[src/rtl/multadd_pkg.sv]
// Shared widths, saturation limits and the round/shift/saturate helper for the
// integrate-and-dump stage that follows the multiply-add.
package multadd_pkg;

    localparam int IN_W      = 48;
    localparam int LEN_W     = 8;
    localparam int ACC_W     = IN_W + LEN_W;
    localparam int OUT_W     = 16;
    localparam int SHIFT_W   = 6;
    localparam int MAX_SHIFT = 40;

    localparam logic signed [OUT_W-1:0] OUT_MAX = {1'b0, {(OUT_W-1){1'b1}}};
    localparam logic signed [OUT_W-1:0] OUT_MIN = {1'b1, {(OUT_W-1){1'b0}}};

    typedef struct packed {
        logic                    sat;
        logic signed [OUT_W-1:0] data;
    } result_t;

    localparam int RES_W = $bits(result_t);

    // Round half toward +inf, arithmetic shift, then clamp to the output range.
    // One guard bit keeps the rounding bias from wrapping a near-full sum.
    function automatic result_t round_sat(input logic signed [ACC_W-1:0] sum,
                                          input logic [SHIFT_W-1:0]      sh);
        logic signed [ACC_W:0] bias;
        logic signed [ACC_W:0] r;
        result_t               res;
        bias = (sh == '0) ? '0 : ((ACC_W+1)'(1) << (sh - SHIFT_W'(1)));
        r    = {sum[ACC_W-1], sum} + bias;
        r    = r >>> sh;
        if (r > (ACC_W+1)'(OUT_MAX)) begin
            res.sat  = 1'b1;
            res.data = OUT_MAX;
        end else if (r < (ACC_W+1)'(OUT_MIN)) begin
            res.sat  = 1'b1;
            res.data = OUT_MIN;
        end else begin
            res.sat  = 1'b0;
            res.data = r[OUT_W-1:0];
        end
        return res;
    endfunction

endpackage

[src/rtl/multadd_acc_dump_if.sv]
// Sample input and result output handshakes of the integrate-and-dump block.
interface multadd_acc_dump_if;
    import multadd_pkg::*;

    logic               in_valid;
    logic [IN_W-1:0]    in_p;
    logic               in_ready;
    logic [LEN_W-1:0]   len;
    logic [SHIFT_W-1:0] shift;
    logic               out_valid;
    logic               out_ready;
    logic [OUT_W-1:0]   out_data;
    logic               out_sat;

    modport master (
        output in_valid, in_p, len, shift, out_ready,
        input  in_ready, out_valid, out_data, out_sat
    );

    modport slave (
        input  in_valid, in_p, len, shift, out_ready,
        output in_ready, out_valid, out_data, out_sat
    );

endinterface

[src/rtl/sync_fifo3.sv]
// Three-entry synchronous FIFO with occupancy output; the head reads as zero
// whenever the FIFO is empty.
module sync_fifo3 #(
    parameter int W = 17
) (
    input  logic         clk,
    input  logic         rst_n,
    input  logic         sclr,
    input  logic         push_i,
    input  logic [W-1:0] wdata_i,
    input  logic         pop_i,
    output logic [W-1:0] rdata_o,
    output logic [1:0]   count_o
);

    logic [W-1:0] mem_q [3];
    logic [1:0]   wr_ptr_q, rd_ptr_q, count_q;
    logic [1:0]   count_d;
    logic         do_push, do_pop;

    function automatic logic [1:0] next_ptr(input logic [1:0] p);
        return (p == 2'd2) ? 2'd0 : p + 2'd1;
    endfunction

    assign do_push = push_i && (count_q != 2'd3);
    assign do_pop  = pop_i  && (count_q != 2'd0);

    always_comb begin
        count_d = count_q;
        case ({do_push, do_pop})
            2'b10:   count_d = count_q + 2'd1;
            2'b01:   count_d = count_q - 2'd1;
            default: count_d = count_q;
        endcase
    end

    always_ff @(posedge clk or negedge rst_n) begin
        if (!rst_n) begin
            wr_ptr_q <= '0;
            rd_ptr_q <= '0;
            count_q  <= '0;
        end else if (sclr) begin
            wr_ptr_q <= '0;
            rd_ptr_q <= '0;
            count_q  <= '0;
        end else begin
            if (do_push) wr_ptr_q <= next_ptr(wr_ptr_q);
            if (do_pop)  rd_ptr_q <= next_ptr(rd_ptr_q);
            count_q <= count_d;
        end
    end

    // NOTE: storage has no reset; the count alone decides validity and the head is masked when empty.
    always_ff @(posedge clk) begin
        if (do_push) mem_q[wr_ptr_q] <= wdata_i;
    end

    assign rdata_o = (count_q != 2'd0) ? mem_q[rd_ptr_q] : '0;
    assign count_o = count_q;

endmodule

[src/rtl/multadd_acc_dump.sv]
// Integrate-and-dump of the multiply-add P stream: accumulate len samples, then
// round/shift/saturate to 16 bits and queue the result in a 3-entry FIFO.
module multadd_acc_dump
    import multadd_pkg::*;
(
    input  logic                clk,
    input  logic                rst_n,
    input  logic                sclr,
    multadd_acc_dump_if.slave   bus
);

    localparam logic [0:0] IDLE = 1'b0;
    localparam logic [0:0] ACC  = 1'b1;

    logic [0:0]              state_q, state_d;
    logic signed [ACC_W-1:0] acc_q, acc_d;
    logic [LEN_W-1:0]        cnt_q, cnt_d;
    logic [LEN_W-1:0]        len_q, len_d;
    logic [SHIFT_W-1:0]      shift_q, shift_d;
    logic signed [ACC_W-1:0] s1_sum_q, s1_sum_d;
    logic [SHIFT_W-1:0]      s1_shift_q, s1_shift_d;
    logic                    s1_valid_q, s1_valid_d;

    logic                    accept;
    logic signed [ACC_W-1:0] sample, sum;
    logic [LEN_W-1:0]        len_eff, cnt_inc;
    logic [SHIFT_W-1:0]      shift_eff;
    result_t                 s2_res, head;
    logic [1:0]              fifo_count;

    assign accept    = bus.in_valid && bus.in_ready;
    assign sample    = {{(ACC_W-IN_W){bus.in_p[IN_W-1]}}, bus.in_p};
    assign sum       = acc_q + sample;
    assign cnt_inc   = cnt_q + LEN_W'(1);
    assign len_eff   = (bus.len == '0) ? LEN_W'(1) : bus.len;
    assign shift_eff = (bus.shift > SHIFT_W'(MAX_SHIFT)) ? SHIFT_W'(MAX_SHIFT) : bus.shift;

    // NOTE: combinational next-state uses blocking '=' with every target defaulted first, so no latches form.
    always_comb begin
        state_d    = state_q;
        acc_d      = acc_q;
        cnt_d      = cnt_q;
        len_d      = len_q;
        shift_d    = shift_q;
        s1_sum_d   = s1_sum_q;
        s1_shift_d = s1_shift_q;
        s1_valid_d = 1'b0;
        if (accept) begin
            if (state_q == IDLE) begin
                len_d   = len_eff;
                shift_d = shift_eff;
                if (len_eff == LEN_W'(1)) begin
                    s1_valid_d = 1'b1;
                    s1_sum_d   = sample;
                    s1_shift_d = shift_eff;
                end else begin
                    acc_d   = sample;
                    cnt_d   = LEN_W'(1);
                    state_d = ACC;
                end
            end else if (cnt_inc == len_q) begin
                // Final sum leaves for stage 1; the accumulator is free next cycle.
                s1_valid_d = 1'b1;
                s1_sum_d   = sum;
                s1_shift_d = shift_q;
                cnt_d      = '0;
                state_d    = IDLE;
            end else begin
                acc_d = sum;
                cnt_d = cnt_inc;
            end
        end
    end

    // NOTE: registered state is written only with non-blocking '<=' so every flop samples pre-edge values.
    always_ff @(posedge clk or negedge rst_n) begin
        if (!rst_n) begin
            state_q    <= IDLE;
            acc_q      <= '0;
            cnt_q      <= '0;
            len_q      <= '0;
            shift_q    <= '0;
            s1_sum_q   <= '0;
            s1_shift_q <= '0;
            s1_valid_q <= 1'b0;
        end else if (sclr) begin
            state_q    <= IDLE;
            acc_q      <= '0;
            cnt_q      <= '0;
            len_q      <= '0;
            shift_q    <= '0;
            s1_sum_q   <= '0;
            s1_shift_q <= '0;
            s1_valid_q <= 1'b0;
        end else begin
            state_q    <= state_d;
            acc_q      <= acc_d;
            cnt_q      <= cnt_d;
            len_q      <= len_d;
            shift_q    <= shift_d;
            s1_sum_q   <= s1_sum_d;
            s1_shift_q <= s1_shift_d;
            s1_valid_q <= s1_valid_d;
        end
    end

    assign s2_res = round_sat(s1_sum_q, s1_shift_q);

    // in_ready counts the stage-1 result as occupied space, so the push never finds the FIFO full.
    sync_fifo3 #(.W(RES_W)) u_fifo (
        .clk     (clk),
        .rst_n   (rst_n),
        .sclr    (sclr),
        .push_i  (s1_valid_q),
        .wdata_i (s2_res),
        .pop_i   (bus.out_valid && bus.out_ready),
        .rdata_o (head),
        .count_o (fifo_count)
    );

    assign bus.in_ready  = (3'(fifo_count) + 3'(s1_valid_q)) <= 3'd2;
    assign bus.out_valid = (fifo_count != 2'd0);
    assign bus.out_data  = head.data;
    assign bus.out_sat   = head.sat;

endmodule
[src/flat_wrapper.sv]
// flat-port wrapper written by rule: the top's interface ports become plain ports
module multadd_acc_dump_flat import multadd_pkg::*;
  (clk, rst_n, sclr, bus_in_valid, bus_in_p, bus_len, bus_shift, bus_out_ready, bus_in_ready, bus_out_valid, bus_out_data, bus_out_sat);
  multadd_acc_dump_if bus_i ();
  input  logic clk;
  input  logic rst_n;
  input  logic sclr;
  input wire logic [$bits(bus_i.in_valid)-1:0] bus_in_valid;
  input wire logic [$bits(bus_i.in_p)-1:0] bus_in_p;
  input wire logic [$bits(bus_i.len)-1:0] bus_len;
  input wire logic [$bits(bus_i.shift)-1:0] bus_shift;
  input wire logic [$bits(bus_i.out_ready)-1:0] bus_out_ready;
  output wire logic [$bits(bus_i.in_ready)-1:0] bus_in_ready;
  output wire logic [$bits(bus_i.out_valid)-1:0] bus_out_valid;
  output wire logic [$bits(bus_i.out_data)-1:0] bus_out_data;
  output wire logic [$bits(bus_i.out_sat)-1:0] bus_out_sat;
  assign bus_i.in_valid = bus_in_valid;
  assign bus_i.in_p = bus_in_p;
  assign bus_i.len = bus_len;
  assign bus_i.shift = bus_shift;
  assign bus_i.out_ready = bus_out_ready;
  assign bus_in_ready = bus_i.in_ready;
  assign bus_out_valid = bus_i.out_valid;
  assign bus_out_data = bus_i.out_data;
  assign bus_out_sat = bus_i.out_sat;
  multadd_acc_dump u_core (.clk(clk), .rst_n(rst_n), .sclr(sclr), .bus(bus_i));
endmodule
[config.mk]
export PLATFORM = sky130hd
export DESIGN_NAME = multadd_acc_dump_flat
export DESIGN_NICKNAME = d
export VERILOG_FILES = /design/src/rtl/multadd_pkg.sv /design/src/rtl/multadd_acc_dump_if.sv /design/src/rtl/sync_fifo3.sv /design/src/rtl/multadd_acc_dump.sv /design/src/flat_wrapper.sv
export SDC_FILE = /design/constraint.sdc
export NUM_CORES = 1
export LEC_CHECK = 0
export CAP_MARGIN = 20
export CORE_AREA = 2 2 239 194
export DETAILED_ROUTE_END_ITERATION = 10
export DIE_AREA = 0 0 241 196
export DONT_BUFFER_PORTS = 1
export SYNTH_ARGS = -nofsm -noshare
export SYNTH_HDL_FRONTEND = slang
export SYNTH_SLANG_ARGS = --single-unit
[constraint.sdc]
create_clock -name clk -period 19.9 [get_ports clk]
set_clock_uncertainty 0.2 [all_clocks]
set_input_delay 3.98 -clock clk [delete_from_list [all_inputs] [get_ports clk]]
set_output_delay 3.98 -clock clk [all_outputs]
set_load 0.01 [all_outputs]
* Yosys cells after proc, flatten, opt, wreduce, memory -nomap -nowiden
Memory sizes are Yosys's and may differ from the RTL's.
Cells that the tools add are included.
** Word-level totals
- Bits in writable memories :: 51
- Logic and storage cells :: 106
- Output and inout bits :: 19
- Memories kept :: 1
- Register bits :: 148
** Operators by class
- Add/sub/neg operators :: 9
- Equal/unequal tests :: 11
- Order comparisons :: 4
- Multiplexer cells :: 52
- Reductions and logical operators :: 16
- Shift operators :: 2
** Memories
- u_core.u_fifo.mem_q :: depth 3, width 17, rd ports 1, clocked after memory_dff 0, wr ports 1, RTL line sync_fifo3.sv:16 : logic [W-1:0] mem_q [3];
** Operators with widths (count)
- $mux 56 :: 10
- $mux 8 :: 9
- $add 57x57->57 :: 1
- $gt 57x16->1 const B :: 1
- $lt 57x16->1 const B :: 1
- $mux 57 :: 1
- $shl 1x6->57 const A :: 1
- $sshr 57x6->57 :: 1
- $add 56x48->56 :: 1
- $mux 6 :: 9
- $mux 17 :: 3
- $mux 2 :: 7
- $mux 1 :: 12
- $add 8x1->8 const B :: 1
- $eq 8x1->1 const B :: 1
- $eq 8x8->1 :: 1
- $logic_not 8->1 :: 1
- $reduce_bool 2->1 :: 4
- $add 2x1->2 const B :: 3
- $eq 2x2->1 const B :: 3
- $gt 6x6->1 const B :: 1
- $logic_not 6->1 :: 1
- $ne 3x3->1 const B :: 2
- $reduce_and 3->1 :: 2
- other kinds (11) :: 17

* Longest topological paths before layout
- Depth in word-level cells :: 8
- Depth in mapped cells :: 27

* Hierarchy
A second synthesis with hierarchy kept.
** Unflattened totals
- Cell total of the unflattened synthesis :: 2796
- Area, all modules :: 21916.0 um^2
** By module, submodules not included
- multadd_acc_dump :: area each 19585.0 um^2, instances 1, cells each 2654, seq. area each 3553.4 um^2
- sync_fifo3 :: area each 2331.0 um^2, instances 1, cells each 142, seq. area each 1681.6 um^2

* Least setup slack after synthesis
No wires, ideal clock.
- Path type :: input-to-reg
- From :: input port bus_in_p[8]
- To :: register u_core.acc_q[55]
- Data required time :: 19.636 ns
- Stages :: 16
- Setup time :: 0.064 ns
- Buffers on the path :: 0
- Setup slack :: 12.217 ns
- Arrival time :: 7.418 ns
- Cells stage by stage :: ha_1 > a21o_1 > a21oi_1 > nor2b_1 > a311oi_1 > a21oi_1 > o31a_1 > nor2_1 > a31oi_1 > a311oi_1 > nor3_1 > o31a_1 > o31a_1 > o31a_1 > nor4b_1 > a211o_1
** Between the ends
- Cells in the longest elaborated chain, start to end :: 5
** Ends and longest elaborated chain
- start, declared :: RTL line flat_wrapper.sv:9 : input wire logic [$bits(bus_i.in_p)-1:0] bus_in_p;
- $add 56x48->56 :: RTL line multadd_acc_dump.sv:33 : assign sum = acc_q + sample;
- $mux 56 :: RTL line multadd_acc_dump.sv:61 : end else if (cnt_inc == len_q) begin
- $mux 56 :: RTL line multadd_acc_dump.sv:49 : if (state_q == IDLE) begin
- $mux 56 :: RTL line multadd_acc_dump.sv:48 : if (accept) begin
- $mux 56 :: RTL line multadd_acc_dump.sv:86 : end else if (sclr) begin
- end signal, assigned :: RTL line multadd_acc_dump.sv:79 : acc_q <= '0;
- end signal, assigned :: RTL line multadd_acc_dump.sv:88 : acc_q <= '0;
- end signal, assigned :: RTL line multadd_acc_dump.sv:97 : acc_q <= acc_d;
- end, declared :: RTL line multadd_acc_dump.sv:16 : logic signed [ACC_W-1:0] acc_q, acc_d;
Every way passes these cells. The select of a mux whose other input is x is not followed.
A chain may end at the register's enable or synchronous reset.

==> results.ini <==
[outcome]
status = complete, no violations

[floorplanning]
core_um2 = 45000
fp-row-count = 70
die-height_um = 196
die_x_um = 241
dieArea_um2 = 47200
ios = 86
initial_core_util = 0.493

[layout]
fin_cells = 3315
design_area_um2 = 23200
drive_gt1_frac = 0.0914
final_core_util = 0.515
fin_nets = 2872
area_delta_synth_final_pct = 4.53

[clock_tree]
cts.repair.resized = 0
htreeDepth = 4
clock-sinks = 199
clkTransAtPathRegs_ns = 0.08
hold_buffers = 0
worstSkewPairLatency_ns = 0.49
cts_setup_buffers = 0
cts_tree = yes
cts_buffer_depth = 2
cts-buffers-inserted = 17
clock-root-buffer = clkbuf_16

[sta]
maxSlewHeadroom = 0.239
rsz0062_at_grt = no
period_share = 0.430
hold_viol = 0
finalSetupTns_ns = 0
worstMarginPinSlew_ns = 1.13
finalSetupViolCount = 0
max_freq_ghz = 0.117
drv_slew = 0
setup_slack_ns = 11.33
fin_crit_ns = 8.57

[global_routing]
grt_pass1_vias = 21208
antenna_found_initial = 1
grt_overflow = 0
grt_max_degree = 149
grt.total_usage = 0.352
grt_pass1_wl_mm = 128

[route]
first_iter_violations = 2826
finalWirelength_mm = 83.4
drc = 0
ant_nets = 0
dr_total_vias = 22566
drt-pass1-iter-count = 6
viasPerCell = 6.81
routedWlPerCell_um = 25.2

[worst_setup_path]
reg2reg_depth = 22
ff2ff_setup_slack_ns = 11.33
worstPathRequired_ns = 19.94
r2r-start = u_core.s1_shift_q[2]$_DFFE_PN0P_
path_max_fanout = 54
cp.arrival_ns = 8.60
r2r_end = u_core.u_fifo.mem_q[0][0]$_DFFE_PP_
end_kind = register
path_class = reg2reg
cp-start-kind = register

[worst_hold_path]
holdPathStages = 2
min-delay-start = u_core.s1_sum_q[38]$_DFFE_PN0P_
min_to = u_core.s1_sum_q[38]$_DFFE_PN0P_
hold_path_class = reg2reg

[place]
dp_cells = 3277
portBuffers = 0
dp_slack_ns = 11.35
dpl_cell_area_um2 = 22500
dp_hpwl_mm = 64.7
gp_congestion = 1.04

[power]
p_leak_nw = 9.43
p_per_area_nw_per_um2 = 55.9
ir_drop_mv = 0.0638

[synth]
synth_area_leaders = dfrtp_1 (17%), edfxtp_1 (6.9%), ha_1 (6.5%)
synth_top_area_cell = dfrtp_1
synth-seq-cells = 199
synth_flop_cell = dfrtp_1
synth_top_area_frac = 0.167
ys_seq_area_frac = 0.236
synth.yosys.warnings = 0
synth_area_per_cell_um2 = 7.90
netlist_instances = 2809
synth_area_um2 = 22200
synth-edff-count = 51
ys_types = 116
synth_nets = 2993
async_flop_share = 0.744

[run]
maxCapViolations = 0

-- where the power goes --
group	leakage, nW	total [W]	switching, W	internal, W
clock network	0.313	0.000378	0.000191	0.000187
logic	6.62	0.000453	0.000281	0.000172
registers	2.50	0.000465	0.0000211	0.000444
-- state kept, by name (all words and copies together), names as in the netlist --
register / cells
u_core.acc_q: 56
u_core.s1_sum_q: 56
u_core.u_fifo.mem_q: 51
u_core.cnt_q: 8
u_core.len_q: 8
u_core.s1_shift_q: 6
u_core.shift_q: 6
u_core.u_fifo.count_o: 2
u_core.u_fifo.rd_ptr_q: 2
u_core.u_fifo.wr_ptr_q: 2
u_core.s1_valid_q: 1
u_core.state_q: 1
-- cell type report --
type / count / area (um^2)
antenna: 2 / 5.00
inverter: 47 / 178
timing repair buffer: 41 / 329
multi-input combinational: 2382 / 16000
clock buffer: 17 / 425
fill: 4470 / 21800
sequential: 199 / 5240
tap: 612 / 766
clock inverter: 15 / 225
-- metal layers --
metal	wire length, um	part of all wire	global-route usage	up-vias
li1	-	-	-	10424
met1	37400	0.45	0.503	10872
met2	34300	0.41	0.495	1141
met3	9720	0.12	0.130	125
met4	1900	0.023	0.0910	4
met5	140	0.0017	0.0199	-
-- cells in the final DEF (no fill, tap or decap), drive strengths merged, types with 18 or more instances in the layout --
cell type,n
mux2i,124
edfxtp,51
dfrtp,148
clkbuf,18
nor2,367
a211oi,83
o31ai,26
nand2b,23
mux2,62
nand4,59
o21a,37
a21oi,261
ha,115
and2,21
xor2,38
xnor2,52
nor4,19
and3,26
inv,53
or3,26
and4,18
nand3,59
a31oi,30
nor2b,20
a21o,72
o211ai,41
buf,40
o21ai,181
nor3,76
nand2,260
-- cells by family after synthesis --
family          after synthesis  share of synthesized area
compound gates              950                      0.295
buf+inv                     228                     0.0429
mux                         203                      0.105
simple gates               1021                      0.217
flops                       199                      0.236
xor+xnor                     91                     0.0373
fa+ha+maj                   117                     0.0667
-- stage by stage --
step | hold WS (ns) | total power [W]
after floorplan | 0.253 | 0.000798
after global placement | 0.264 | 0.000908
after detailed placement | 0.275 | 0.000910
after CTS | 0.293 | 0.00129
after global routing | 0.313 | 0.00136
final | 0.291 | 0.00130
-- worst max-delay path, cell delays in order (launching register included) --
cell and delay [ns]:
dfrtp_2 0.53, clkinv_1 0.10, buf_4 0.34, nor2_1 0.65
nand2_1 0.44, nor2_1 0.21, ha_1 0.38, a21oi_1 0.34
o21ai_0 0.18, a21oi_1 0.46, o21ai_0 0.30, o21a_1 0.31
or3_1 0.38, and2_1 0.25, o221a_2 0.39, a222oi_1 0.90
a21oi_1 0.33, o22ai_1 0.33, nand4_1 0.15, o41ai_2 0.35
a31oi_1 0.20, buf_4 0.25, a31o_2 0.25
-- cells in the mapped netlist, types with 22 or more instances --
cell type,count
a211oi_1,75
a21o_1,72
a21oi_1,250
a31oi_1,30
and3_1,26
buf_1,22
buf_2,33
clkbuf_1,118
dfrtp_1,148
edfxtp_1,51
ha_1,115
inv_1,42
mux2_2,61
mux2i_1,124
nand2_1,258
nand2b_1,23
nand3_1,58
nand4_1,59
nor2_1,364
nor3_1,73
o211ai_1,39
o21a_1,35
o21ai_0,150
o21ai_1,25
o31ai_1,24
or3_1,25
xnor2_1,50
xor2_1,38
-- worst max path at each step --
stage / start / to / cells past startpoint / slack (ns)
2_1_floorplan: bus_in_p[8] / u_core.acc_q[55]$_DFFE_PN0P_ / 16 / 12.22
3_5_place_dp: bus_in_p[8] / u_core.acc_q[55]$_DFFE_PN0P_ / 16 / 11.35
3_3_place_gp: bus_in_p[8] / u_core.acc_q[55]$_DFFE_PN0P_ / 16 / 11.36
5_1_grt: u_core.s1_shift_q[0]$_DFFE_PN0P_ / u_core.u_fifo.mem_q[0][0]$_DFFE_PP_ / 20 / 11.35
4_1_cts: u_core.s1_shift_q[0]$_DFFE_PN0P_ / u_core.u_fifo.mem_q[0][16]$_DFFE_PP_ / 20 / 11.75
6_report: u_core.s1_shift_q[2]$_DFFE_PN0P_ / u_core.u_fifo.mem_q[0][0]$_DFFE_PP_ / 22 / 11.33
Power figures use the tool's default switching activity.
